`config.mk`:
```
export PLATFORM = sky130hd
export DESIGN_NAME = perceptron
export DESIGN_NICKNAME = d
export VERILOG_FILES = /design/src/rtl/perceptron.sv
export SDC_FILE = /design/constraint.sdc
export NUM_CORES = 2
export LEC_CHECK = 0
export CAP_MARGIN = 20
export CORE_MARGIN = 3
export CORE_UTILIZATION = 50
export CTS_CLUSTER_SIZE = 30
export DETAILED_ROUTE_END_ITERATION = 8
export DONT_BUFFER_PORTS = 1
export GPL_ROUTABILITY_DRIVEN = 0
export PLACE_DENSITY = 0.68
export SYNTH_ARGS = -nofsm -noshare
export SYNTH_HDL_FRONTEND = slang
export SYNTH_SLANG_ARGS = --single-unit
```
`constraint.sdc`:
```
create_clock -name clk -period 8.05 [get_ports clk]
set_input_delay 1.61 -clock clk [delete_from_list [all_inputs] [get_ports clk]]
set_output_delay 1.61 -clock clk [all_outputs]
set_load 0.01 [all_outputs]
```
`src/rtl/perceptron.sv`:
```
// perceptron: trainable single neuron, step activation, perceptron-rule backward pass
module perceptron #(
  parameter int ARGW = 8,
  parameter int ARGN = 2,
  parameter int RESW = 8,
  parameter int ERRW = 16,
  parameter int WGTW = 16,
  parameter int FBKN = ARGN,
  parameter int FBKW = ERRW
) (
  input  logic                 clk,
  input  logic                 rst_n,
  input  logic                 en,
  input  logic                 arg_valid,
  output logic                 arg_ready,
  input  logic [ARGN*ARGW-1:0] arg_data,
  output logic                 res_valid,
  input  logic                 res_ready,
  output logic [RESW-1:0]      res_data,
  input  logic                 err_valid,
  output logic                 err_ready,
  input  logic [ERRW-1:0]      err_data,
  output logic                 fbk_valid,
  input  logic                 fbk_ready,
  output logic [FBKN*FBKW-1:0] fbk_data
);
  localparam int IW = $clog2(ARGN + 2);
  localparam int AW = WGTW + ARGW + $clog2(ARGN + 1) + 1;
  localparam int PW = ERRW + WGTW;
  localparam int UW = (WGTW > ERRW + ARGW + 1 ? WGTW : ERRW + ARGW + 1) + 1;
  localparam logic signed [PW-1:0] FMAX = {{(PW-FBKW+1){1'b0}}, {(FBKW-1){1'b1}}};
  localparam logic signed [PW-1:0] FMIN = ~FMAX;
  localparam logic signed [UW-1:0] WMAX = {{(UW-WGTW+1){1'b0}}, {(WGTW-1){1'b1}}};
  localparam logic signed [UW-1:0] WMIN = ~WMAX;

  typedef enum logic [2:0] {IDLE, FWD, RES, BWD, FBK} state_t;

  state_t                 state, state_nxt;
  logic [IW-1:0]          idx;
  logic [ARGW-1:0]        args [ARGN];
  logic signed [WGTW-1:0] w [ARGN+1];
  logic signed [AW-1:0]   acc, prod;
  logic signed [ERRW-1:0] err;
  logic                   learn;
  logic signed [WGTW-1:0] wsel, w_sat;
  logic [ARGW-1:0]        asel;
  logic signed [PW-1:0]   pf, pfs;
  logic signed [UW-1:0]   pu, sum;
  logic signed [FBKW-1:0] fbk_sat;

  always_ff @(posedge clk or negedge rst_n)
    if (!rst_n) state <= IDLE;
    else state <= state_nxt;

  always_comb begin
    state_nxt = state;
    arg_ready = state == IDLE;
    err_ready = state == IDLE;
    res_valid = state == RES;
    fbk_valid = state == FBK;
    case (state)
      IDLE:    state_nxt = err_valid ? BWD : (arg_valid ? FWD : IDLE);
      FWD:     state_nxt = idx == IW'(ARGN + 1) ? RES : FWD;
      RES:     state_nxt = res_ready ? IDLE : RES;
      BWD:     state_nxt = idx == IW'(ARGN) ? FBK : BWD;
      FBK:     state_nxt = fbk_ready ? IDLE : FBK;
      default: state_nxt = IDLE;
    endcase
  end

  // asel defaults to all-ones, which is the bias input at idx == ARGN
  always_comb begin
    wsel = '0;
    asel = '1;
    for (int i = 0; i < ARGN; i++)
      if (idx == IW'(i)) begin
        wsel = w[i];
        asel = args[i];
      end
    if (idx == IW'(ARGN)) wsel = w[ARGN];
    prod = AW'(wsel) * AW'($signed({1'b0, asel}));
    pf = PW'(err) * PW'(wsel);
    pfs = pf >>> 8;
    pu = UW'(err) * UW'($signed({1'b0, asel}));
    sum = UW'(wsel) + (pu >>> 8);
    fbk_sat = pfs > FMAX ? FMAX[FBKW-1:0] : (pfs < FMIN ? FMIN[FBKW-1:0] : pfs[FBKW-1:0]);
    w_sat = sum > WMAX ? WMAX[WGTW-1:0] : (sum < WMIN ? WMIN[WGTW-1:0] : sum[WGTW-1:0]);
  end

  always_ff @(posedge clk or negedge rst_n)
    if (!rst_n) begin
      idx <= '0;
      acc <= '0;
      err <= '0;
      learn <= 1'b0;
      res_data <= '0;
      fbk_data <= '0;
      for (int i = 0; i < ARGN; i++) args[i] <= '0;
      for (int i = 0; i <= ARGN; i++) w[i] <= '0;
    end else begin
      idx <= (state == FWD || state == BWD) ? idx + 1'b1 : '0;
      acc <= state == FWD ? acc + prod : '0;
      if (state == IDLE && err_valid) begin
        err <= err_data;
        learn <= en;
      end
      if (state == IDLE && !err_valid && arg_valid)
        for (int i = 0; i < ARGN; i++) args[i] <= arg_data[i*ARGW +: ARGW];
      if (state == FWD && idx == IW'(ARGN + 1)) res_data <= (!acc[AW-1] && |acc) ? '1 : '0;
      if (state == BWD) begin
        for (int i = 0; i < FBKN; i++)
          if (idx == IW'(i)) fbk_data[i*FBKW +: FBKW] <= fbk_sat;
        for (int i = 0; i <= ARGN; i++)
          if (idx == IW'(i) && learn) w[i] <= w_sat;
      end
    end
endmodule

```
==> key figures <==
Clock network
  • TritonCTS Buffers: 17
  • CTS tree: done
  • CTS Hold Bufs: 0
  • H-tree Lvls: 4
  • CTS Buffer Depth: 2
  • Root Driver: clkbuf_16
  • Clk_lat worst skew: 0.47 ns
  • Clock sinks: 146
  • Clock slew at reported path FFs: 0.08 ns

Drt
  • Post-DRT Antenna Nets: 0
  • DR vias: 21,000
  • Highest Signal Layer: met5
  • DR pass1 iterations: 5
  • Met3 wire len: 5150 um
  • Met2 wire length: 33,800 um
  • Wire per inst: 18.1 um
  • Final WL: 69,500 um
  • Starting DRT DRC Count: 1,393
  • DRC viols: 0
  • Met1 wire length: 28,900 um
  • DR vias/cell: 5.48

STA
  • Slew headroom: 33.4%
  • Final setup fails: 0
  • Fmax: 126 MHz
  • RSZ-0062 raised after global routing: yes
  • Hold_ws: 0.540 ns
  • Layout Skew: 0.0171 ns
  • Worst Slack Setup Final: 0.101 ns
  • Slew @ Worst Pin: 0.996 ns
  • Minimum clock period after layout: 7.95 ns
  • Fin. max-slew vios: 0
  • Fin crit share: 98.7%
  • Hold Violations, Final: 0

Synth
  • Mean post-synth cell area: 8.91 sq um
  • Yosys warning total: 0
  • Yosys top cell area share: 34.6%
  • Unique masters post-synth: 72
  • Seq cells post-synth: 146
  • Cells after synthesis: 3,023
  • Synth top area cells: fa_1, dfrtp_1, ha_1
  • Fraction of registers with async set/reset: 100%
  • Top FF cell, synth: dfrtp_1
  • Largest area contributor in the netlist: fa_1
  • Seq/Total Area, Yosys: 13.6%
  • Number of enable flip-flop cells after synthesis: 0
  • Post-Syn Nets: 3,750
  • Mapped Area: 26,900 sq um

GRT
  • GRT Util Overall: 24.9%
  • Vias in the first global route: 22,400
  • Largest net degree at the start of global routing: 147
  • GRT Residual Overflow: 0
  • Initial antenna violation count: 4
  • First-pass GRT wire length: 113,000 um

Worst setup path
  • Max stage delay cell, worst path: fa_1
  • CP delay by family, top: adder cells
  • Worst reg2reg setup slack: 0.10 ns
  • Critical path depth in cells: 28
  • Reg2reg end: fbk_data[22]
  • Crit end category: register
  • Buf/Inv on CP: 8
  • FF-to-FF path depth: 28
  • Most used cell, CP: fa_1
  • Worst EP arrival: 8.28 ns
  • Worst-path fanout max: 13
  • Critical path class: register to register
  • Data required, critical path: 8.38 ns
  • Worst R2R Start: idx[0]
  • Worst path max stage delay: 0.55 ns
  • Setup crit start kind: register

Final layout
  • Final core utilization: 57.7%
  • Synth-to-Final Area Change: 13.4%
  • Commonest cells after routing, fill and taps aside: inv_1, fa_1, nand2_1
  • Leading cell type in the layout, fill and taps excluded: inv_1
  • Fraction of layout cells with a size suffix above 1: 13.1%
  • Nets: 3,866

Floorplan
  • Site Rows: 84
  • Chip height: 238 um
  • Core area: 53,000 sq um
  • Initial Util: 50.8%
  • Die Footprint: 56,700 sq um
  • I/O pin total: 83
  • Die width: 238 um

Worst hold path
  • Cells on Worst Hold Path: 1
  • Hold Crit Class: register to register
  • Hold Crit Start: idx[0]
  • Hold EP: idx[0]

Run status
  • Status: complete, no violations

Job
  • Max Cap Viol: 0

Place
  • Dpl hpwl: 54,700 um
  • Dpl ws: -0.221 ns
  • I/O Buffers: 0
## cell usage after synthesis (6+ instances only)
cell and n:
a211oi_1 18, a21o_1 44, a21oi_1 98, a22oi_1 7, a31oi_1 39, and2_1 217, and3_1 28, and4_1 6
buf_4 11, clkbuf_1 127, dfrtp_1 146, fa_1 466, ha_1 222, inv_1 602, mux2_2 33, nand2_1 341
nand2b_1 24, nand3_1 32, nand3b_1 6, nor2_1 183, nor2b_1 15, nor3_1 28, nor4_1 7, o211ai_1 31
o21a_1 29, o21ai_0 41, o21ai_1 6, o21bai_1 10, o311ai_1 9, o31ai_1 6, or2_2 10, or3_1 9
xnor2_1 64, xor2_1 32
## cell type report
type | instances | area, sq um
Antenna cell | 1 | 2.50
Clock buffer | 17 | 425
Clock inverter | 15 | 166
Fill cell | 4514 | 22400
Inverter | 603 | 2280
Multi-Input combinational cell | 2131 | 20900
Sequential cell | 146 | 3650
Tap cell | 688 | 861
Timing Repair Buffer | 240 | 2220
## how the worst max path moves through the flow
stage,endpoint,start,slack (ns)
after floorplan,fbk_data[14],idx[0],0.007
after global placement,w[40],idx[0],0.009
after detailed placement,w[40],idx[0],-0.22
after CTS,w[22],idx[0],0.008
after global routing,w[18],idx[1],-0.11
final,fbk_data[22],idx[0],0.10
## sequential cells by signal, summed over array words and instances, names as in the netlist
| signal | cells |
|---|---|
| err | 16 |
| state | 3 |
| learn | 1 |
| args | 16 |
| fbk_data | 32 |
| res_data | 1 |
| acc | 27 |
| idx | 2 |
| w | 48 |
## routing by layer
| layer | vias up | GRT usage [%] |
|---|---|---|
| met1 | 10600 | 32.4 |
| met5 | - | 0 |
| met4 | 4 | 7.39 |
| met3 | 113 | 5.73 |
| met2 | 659 | 41.8 |
| li1 | 9635 | - |
## kinds of logic after synthesis
kind of cell               after synthesis  share of synthesized area, %
adders and majority gates              688                          44.9
AOI/OAI and AO/OA                      387                          9.77
buffers and inverters                  746                          10.6
and+or+nand+nor                        925                          16.6
xor gates and xnor gates                96                          3.12
DFF                                    146                          13.6
muxes                                   35                          1.45
## stage by stage
| stage | TNS (ns) | cells | area (sq um) |
|---|---|---|---|
| after floorplan | 0 | 3023 | 26900 |
| after global placement | 0 | 3766 | 28900 |
| after detailed placement | -9.37 | 3767 | 28900 |
| after CTS | 0 | 3804 | 29600 |
| after global routing | -2.13 | 3841 | 30500 |
| final | 0 | 3841 | 30500 |
## timing repair
item / in CTS / in global routing
resized for setup: 13 / 117
gates cloned: 0 / 5
endpoints found under the hold margin: 0 / 0
pin swaps: 0 / 53
setup buffers: 5 / 27
setup endpoints to repair: 75 / 84
Power is left out: the tool's default activity adds up to more than one toggle a clock period on the data nets, which glitch-free logic cannot reach.
==> edit: new RTL, config.mk and constraints unchanged <==
Register the output `err_ready`, cleared by the reset; this adds one clock of latency there. The other outputs are not delayed to match.
--- a/src/rtl/perceptron.sv
+++ b/src/rtl/perceptron.sv
@@ -36,4 +36,6 @@
   typedef enum logic [2:0] {IDLE, FWD, RES, BWD, FBK} state_t;
 
+  logic err_ready_d;
+
   state_t                 state, state_nxt;
   logic [IW-1:0]          idx;
@@ -56,5 +58,5 @@
     state_nxt = state;
     arg_ready = state == IDLE;
-    err_ready = state == IDLE;
+    err_ready_d = state == IDLE;
     res_valid = state == RES;
     fbk_valid = state == FBK;
@@ -115,4 +117,12 @@
       end
     end
+  always_ff @(posedge clk or negedge rst_n) begin
+    if (!rst_n) begin
+      err_ready <= '0;
+    end else begin
+      err_ready <= err_ready_d;
+    end
+  end
+
 endmodule
 
Check against the original RTL: not equivalent (a bounded check fails within 4 cycles, from zero or initial values and one cycle with rst_n low).
==> edit against the original RTL <==
Core utilization up 1.2 points. Area after synthesis fell by 0.55%. Worst hold slack got worse by 0.016 ns. Routed wire length is 0.25% higher. Via count is 0.73% higher. Sequential cell count grew 1. Worst setup slack got worse by 0.065 ns. Maximum frequency decreased by 0.81%. Clock skew increased by 0.011 ns. Design area increased by 1.6%. Critical endpoint is now fbk_data[12]. Highest routed layer is now met4.
Power is left out: the tool's default activity adds up to more than one toggle a clock period on the data nets, which glitch-free logic cannot reach.
==> edit: results (changes against the original RTL) <==
arrival time at the worst endpoint 8.33 ns (+0.05 ns); post-synthesis instance total 3001 (-0.73%); Via density 5.470 (-0.10%); highest net fanout along the worst path 8 (-5); Total GRT Usage 24.69% (-0.20 points); initial drt markers 1271 (-8.8%); insertion delay to the later sink of the worst-skew pair 0.50 ns (+0.03 ns); unique cell type count in the Yosys netlist 77 (+6.9%); met3 Track Usage GR 4.931% (-0.80 points); met1 GRT Util 33.10% (+0.75 points); status finished, final reports clean; DRT met1 WL 29900 um (+3.4%); Synth Area in Compound Gates 9.108% (-0.67 points); Worst Min Path Start w[39]; Tmin final 8.013 ns (+0.06457 ns); met2 usage 40.41% (-1.4 points); highest routed metal layer met4; DRT Pass-1 Iters 7 (+2); Placed Cells 3789 (+0.58%); nets 3897 (+0.80%); # fillers 4407 (-2.4%); xor and xnor area share after synthesis 3.368% (+0.25 points); DP Area 29000 sq um (+0.33%); sequential cell area 3679 sq um (+0.65%); global-route wire length before repair 110600 um (-2.0%); post-DR wirelength/cell 17.99 um (-0.58%); largest stage delay on the critical path 0.59 ns (+0.04 ns); top cells by count, synth inv_1, fa_1, nand2_1; HPWL after detailed placement 55540 um (+1.6%)
## edit: changes by cell type after synthesis, sizes merged, moves of 9 or more
cell / before / now
o21ai: 47 / 58
and3: 28 / 18
nand4: 4 / 15
clkbuf: 127 / 105
nand3: 33 / 19
a21o: 45 / 30
a21oi: 99 / 135
a211oi: 19 / 10
o311ai: 9 / 33
nand2: 341 / 354
nor3: 28 / 38
o211ai: 33 / 3
a31oi: 39 / 7
## edit: cell families (layout without fill, tap and decap cells)
logic type	count (synthesis)	in the layout
xor+xnor	103	103
flops	147	147
mux	32	32
other cells	0	2
simple gates	934	936
compound gates	365	365
buf+inv	732	912
fa+ha+maj	688	688
## edit: path summary, 6_finish.rpt
check / endpoint / cells past startpoint / slack (ns)
worst max-delay path: fbk_data[12] / 30 / 0.04
worst min-delay path: w[39] / 2 / 0.52
worst max register to register: fbk_data[12] / 30 / 0.04
worst min register to register: w[39] / 2 / 0.52
max in group asynchronous: w[25] / 0 / 6.94
min in group asynchronous: acc[11] / 0 / 0.80
## edit: timing repair
action	4_1_cts	5_1_grt
endpoints found under the setup margin	76	88
gates resized for setup	18	201
hold endpoints to repair	0	0
setup buffers	3	41
cloned	0	4
pin swaps	6	81
## edit: layout make-up
cell class | count | area share [%]
inverters | 605 | 7.372
repair buffers | 275 | 7.597
clock inverters | 13 | 0.6086
well taps | 688 | 2.773
diodes | 2 | 0.01612
clock buffers | 19 | 1.427
flip-flops and latches | 147 | 11.85
multi-input cells | 2124 | 68.36
## edit: critical path, delay by kind of cell (launching register included)
| family | cells | cell delay (ns) |
|---|---|---|
| adders and majority gates | 8 | 3.50 |
| AOI/OAI and AO/OA | 8 | 1.77 |
| and+or+nand+nor | 6 | 1.09 |
| buffers and inverters | 8 | 1.07 |
| DFF | 1 | 0.40 |
